File: src/rtl/hazard_scoreboard.sv
// hazard_scoreboard: per-register scoreboard of in-flight long-latency
// writes (loads with a fixed latency, one outstanding mul/div). It stalls
// PC and IF/ID and bubbles ID/EX on RAW, WAW and mul/div structural hazards.
// Optional build macro: HAZARD_PERF_EN adds a saturating stall-cycle counter
// (stall_count) with a synchronous clear (stall_count_clr).
//
// Stall semantics: the ID instruction issues in a cycle where id_valid=1,
// pipe_flush=0 and hazard=0. While hazard=1 the PC and IF/ID hold their
// contents and ID/EX receives a bubble; the same ID instruction is
// re-evaluated on the next cycle. pipe_flush kills the ID instruction, so
// it neither issues nor stalls.
module hazard_scoreboard #(
   parameter int NUM_REGS     = 32,
   parameter int ADDR_W       = 5,
   parameter int LOAD_LATENCY = 1,
   parameter int CNT_W        = 3
) (
   input  logic              clk,
   input  logic              rst_n,
   input  logic              id_valid,
   input  logic [ADDR_W-1:0] id_rs1_address,
   input  logic [ADDR_W-1:0] id_rs2_address,
   input  logic              id_uses_rs1,
   input  logic              id_uses_rs2,
   input  logic [ADDR_W-1:0] id_rd_address,
   input  logic              id_reg_write,
   input  logic              id_is_load,
   input  logic              id_is_muldiv,
   input  logic              muldiv_done,
   input  logic [ADDR_W-1:0] muldiv_rd_address,
   input  logic              pipe_flush,
   output logic              stall_pc,
   output logic              stall_if_id,
   output logic              flush_id_ex,
   output logic              muldiv_busy
`ifdef HAZARD_PERF_EN
   ,
   input  logic              stall_count_clr,
   output logic [31:0]       stall_count
`endif
);

   localparam int ADDR_SPACE = 1 << ADDR_W;
   localparam logic [CNT_W-1:0] LOAD_CNT = CNT_W'(LOAD_LATENCY);

   // x0 is never tracked, so storage starts at register 1.
   logic [CNT_W-1:0]     ld_cnt [1:NUM_REGS-1];
   logic [NUM_REGS-1:1]  md_pend;

   // Busy flags cover the full address space so any address indexes safely;
   // x0 and addresses beyond NUM_REGS read as never busy.
   logic [ADDR_SPACE-1:0] busy_vec;
   logic raw_hazard;
   logic waw_hazard;
   logic struct_hazard;
   logic hazard;
   logic issue;
   logic rd_nonzero;
   logic load_alloc;
   logic md_alloc;
   logic md_issue;

   // Busy vector from registered scoreboard state only (no done bypass).
   always_comb begin
      busy_vec = '0;
      for (int r = 1; r < NUM_REGS; r++) begin
         busy_vec[r] = (ld_cnt[r] != '0) | md_pend[r];
      end
   end

   // Hazard classification, issue decision and allocation strobes.
   always_comb begin
      rd_nonzero    = (id_rd_address != '0);
      raw_hazard    = (id_uses_rs1 & busy_vec[id_rs1_address]) |
                      (id_uses_rs2 & busy_vec[id_rs2_address]);
      waw_hazard    = id_reg_write & rd_nonzero & busy_vec[id_rd_address];
      struct_hazard = id_is_muldiv & muldiv_busy;
      hazard        = id_valid & ~pipe_flush &
                      (raw_hazard | waw_hazard | struct_hazard);
      issue         = id_valid & ~pipe_flush & ~hazard;
      load_alloc    = issue & id_reg_write & id_is_load & rd_nonzero;
      md_alloc      = issue & id_reg_write & id_is_muldiv & rd_nonzero;
      md_issue      = issue & id_is_muldiv;
   end

   // Stall outputs are held low while reset is asserted.
   always_comb begin
      stall_pc    = hazard & rst_n;
      stall_if_id = hazard & rst_n;
      flush_id_ex = hazard & rst_n;
   end

   // Load countdown: a new load reloads the counter, otherwise count down to 0.
   always_ff @(posedge clk) begin
      for (int r = 1; r < NUM_REGS; r++) begin
         if (!rst_n) begin
            ld_cnt[r] <= '0;
         end else if (load_alloc && (id_rd_address == ADDR_W'(r))) begin
            ld_cnt[r] <= LOAD_CNT;
         end else if (ld_cnt[r] != '0) begin
            ld_cnt[r] <= ld_cnt[r] - CNT_W'(1);
         end
      end
   end

   // Mul/div pending bits and the single-outstanding busy flag; done clears.
   always_ff @(posedge clk) begin
      if (!rst_n) begin
         md_pend     <= '0;
         muldiv_busy <= 1'b0;
      end else begin
         for (int r = 1; r < NUM_REGS; r++) begin
            if (md_alloc && (id_rd_address == ADDR_W'(r))) begin
               md_pend[r] <= 1'b1;
            end
            if (muldiv_done && (muldiv_rd_address == ADDR_W'(r))) begin
               md_pend[r] <= 1'b0;
            end
         end
         if (md_issue) begin
            muldiv_busy <= 1'b1;
         end
         if (muldiv_done) begin
            muldiv_busy <= 1'b0;
         end
      end
   end

`ifdef HAZARD_PERF_EN
   // Saturating count of stalled cycles; clear wins over increment.
   always_ff @(posedge clk) begin
      if (!rst_n || stall_count_clr) begin
         stall_count <= '0;
      end else if (hazard && (stall_count != 32'hFFFF_FFFF)) begin
         stall_count <= stall_count + 32'd1;
      end
   end
`endif

endmodule

File: config.mk
export PLATFORM = sky130hd
export DESIGN_NAME = hazard_scoreboard
export DESIGN_NICKNAME = d
export VERILOG_FILES = /design/src/rtl/hazard_scoreboard.sv
export SDC_FILE = /design/constraint.sdc
export NUM_CORES = 1
export LEC_CHECK = 0
export ABC_AREA = 1
export BUFFER_PORTS_ARGS = -buffer_cell sky130_fd_sc_hd__buf_2
export CORE_ASPECT_RATIO = 0.6
export CORE_MARGIN = 8
export CORE_UTILIZATION = 45
export CTS_CLUSTER_SIZE = 8
export DETAILED_ROUTE_END_ITERATION = 12
export GPL_TIMING_DRIVEN = 0
export SYNTH_ARGS = -nofsm -noshare
export SYNTH_HDL_FRONTEND = slang
export SYNTH_SLANG_ARGS = --single-unit
File: constraint.sdc
create_clock -name clk -period 6.8 [get_ports clk]
set_input_delay 1.36 -clock clk [delete_from_list [all_inputs] [get_ports clk]]
set_output_delay 1.36 -clock clk [all_outputs]
set_load 0.02 [all_outputs]
==> results_dict.tcl <==
set metrics [dict create \
    place.gp.congestion 0.992 \
    endpoint "stall_if_id" \
    finalSetupTns_ns 0 \
    p_leak_nw 4.05 \
    cp-end-kind "output pin" \
    ys_ff_latch 125 \
    synth-seq-area-share_pct 40.9 \
    avgRoutedWirePerCell_um 18.5 \
    drcViolationCount 0 \
    fin_util_pct 51.9 \
    setup_viol 0 \
    regToRegEndpoint "ld_cnt[0][27]" \
    fillers 1794 \
    regToRegSetupSlack_ns 3.37 \
    core_um2 18200 \
    nets 1246 \
    cts_resized 0 \
    worst_pin_slew_ns 1.08 \
    start_util_pct 46.2 \
    avgViaCountPerCell 5.45 \
    critPathKind "in2out" \
    ios 34 \
    worstHoldStart "md_pend[15]" \
    cts_buffers 17 \
    pre_cts_slack_ns 1.68 \
    max-slew-margin-rel_pct 27.6 \
    grt_max_degree 17 \
    maxCapViolCount 0 \
    dieArea_um2 23400 \
    syn_nets 1201 \
    crit_required_ns 5.44 \
    grt_pass1_wl_mm 40.6 \
    cp_max_fo 8 \
    drt_iter0_markers 886 \
    cts_tree "built" \
    clk_root_buffer_cell "clkbuf_16" \
    synth_cell_type_count 25 \
    n_antenna_cell 0 \
    track_usage_pct 22.9 \
    die_y_um 122 \
    cts_hold_buf 0 \
    cts_sinks 125 \
    hold_class "reg2reg" \
    dp_hpwl_mm 20.4 \
    crit_path_start "id_rd_address[0]" \
    syn_avg_cell_area_um2 7.57 \
    area_growth_pct 12.3 \
    crit_path_start_kind "input port" \
    r2r-start "ld_cnt[0][12]" \
    rows 38 \
    grt-ovfl-total 0 \
    place.port_buffers 26 \
    skew_ns 0.00975 \
    postCtsSetupRepairBufs 0 \
    htree_levels 4 \
    drv_slew 0 \
    synth_area_um2 8400 \
    status "finished clean" \
    yosysWarnings 0 \
    dp_cells 1375 \
    final_cells 1407 \
    wl_mm 26.0 \
    r2r_cells 17 \
    clk_pin_slew_ns 0.06 \
    ir_drop_mv 0.232 \
    period_needed_ns 5.24 \
    rsz0062_at_grt "no" \
    p_per_area_nw_per_um2 395 \
    vias 7674 \
    drive_gt1_share_pct 6.51 \
    syn_inst 1109 \
    arrival_ns 3.88 \
    antenna_left 0 \
    max_freq_ghz 0.191 \
    clk_path_buf_depth 2 \
    insertion_delay_ns 0.43 \
    drtPass1Iterations 5 \
    grt_pass1_vias 7194 \
    antenna_found_initial 0 \
    setup_slack_ns 1.56 \
    fp.dieW_um 192 \
    total_power_mw 3.73 \
    post-route-period-util_pct 77.0 \
    hold_viol_final 0 \
]
-- worst max-delay path: stages --
cell,delay [ns]
buf_2,0.16
nor2_1,0.84
nand3_1,0.18
nand2_1,0.17
nor2_1,0.06
nor2_1,0.09
nor2_1,0.05
nand2_1,0.06
nand2_1,0.05
a21oi_1,0.17
nand3_2,0.22
nand4_1,0.13
inv_1,0.07
buf_4,0.13
buf_2,0.15
-- placed cells by master (no fill, tap or decap) --
cell type     n
buf_2        28
clkbuf_1     33
nor3b_2       1
buf_1         3
a21oi_1      36
bufinv_16     4
edfxtp_1     93
dfxtp_1      32
o21ai_1      13
clkbuf_16    17
clkinvlp_4    2
nor2_1      145
clkinv_1      2
nor2_4        3
ha_1         62
buf_4         8
nand3_2       1
nand3_1     121
xnor2_1      31
buf_6         4
nor3_1       11
nand3b_1      2
inv_2         1
nand4_1      63
clkinv_2      5
inv_1       171
nand2_2       1
o21ai_0      64
clkinv_4      1
nand2_1     209
-- worst min path at each step --
stage | slack, ns | to | depth (start not counted)
2_1_floorplan | 0.43 | md_pend[15] | 2
3_3_place_gp | 0.45 | md_pend[15] | 2
3_5_place_dp | 0.46 | md_pend[15] | 2
4_1_cts | 0.46 | md_pend[15] | 2
5_1_grt | 0.49 | md_pend[15] | 2
6_report | 0.46 | md_pend[15] | 2
-- sequential cells by signal, indices dropped and copies added (netlist names) --
signal / cells
ld_cnt: 93
md_pend: 31
muldiv_busy: 1
-- layout make-up --
cell class / instances / area, um2 / area share, %
clock inverter: 13 / 173 / 1.83
clock buffer: 19 / 433 / 4.59
sequential: 125 / 3430 / 36.4
multi-input combinational: 763 / 4070 / 43.2
tap: 240 / 300 / 3.18
inverter: 173 / 649 / 6.88
buffer: 48 / 243 / 2.57
timing repair buffer: 26 / 130 / 1.38
-- metal layers --
| metal | vias to the layer above | track usage, % | part of all wire [%] |
|---|---|---|---|
| li1 | 3734 | - | - |
| met3 | 29 | 7.71 | 11 |
| met4 | 0 | 6.65 | 1.5 |
| met5 | - | 0 | 0 |
| met1 | 3534 | 34.6 | 49 |
| met2 | 377 | 29.8 | 38 |
-- power by group --
group | switching [mW] | internal [mW]
sequential | 0.121 | 1.17
combinational | 0.971 | 0.507
clock | 0.352 | 0.608
-- synth_stat cells (all sizes together) --
cell / n / area [um2]
nor3: 11 / 55.1
dfxtp: 32 / 641
clkinv: 1 / 3.75
edfxtp: 93 / 2790
xnor2: 31 / 272
ha: 62 / 776
nand2: 210 / 791
a21oi: 36 / 180
nand3b: 2 / 15.0
clkbuf: 31 / 116
nor3b: 1 / 12.5
nor2: 148 / 578
o21ai: 77 / 385
inv: 172 / 646
buf: 17 / 126
nand3: 122 / 616
nand4: 63 / 394
-- metrics by stage --
step | instance area, um2 | hold slack, ns
finish | 9440 | 0.465
floorplan | 8400 | 0.431
CTS | 9440 | 0.464
global route | 9440 | 0.491
global placement | 8830 | 0.448
detailed placement | 8830 | 0.457
-- cells by family (layout without fill, tap and decap cells) --
family | after synthesis | count (layout) | synth area share, %
adder cells (fa/ha/maj) | 62 | 62 | 9.24
AO/OA/AOI/OAI | 113 | 113 | 6.73
buffers and inverters | 221 | 279 | 10.6
AND/OR/NAND/NOR | 557 | 557 | 29.3
XOR/XNOR | 31 | 31 | 3.23
flip-flops | 125 | 125 | 40.9
No activity file was read; power rests on OpenSTA's default activity.
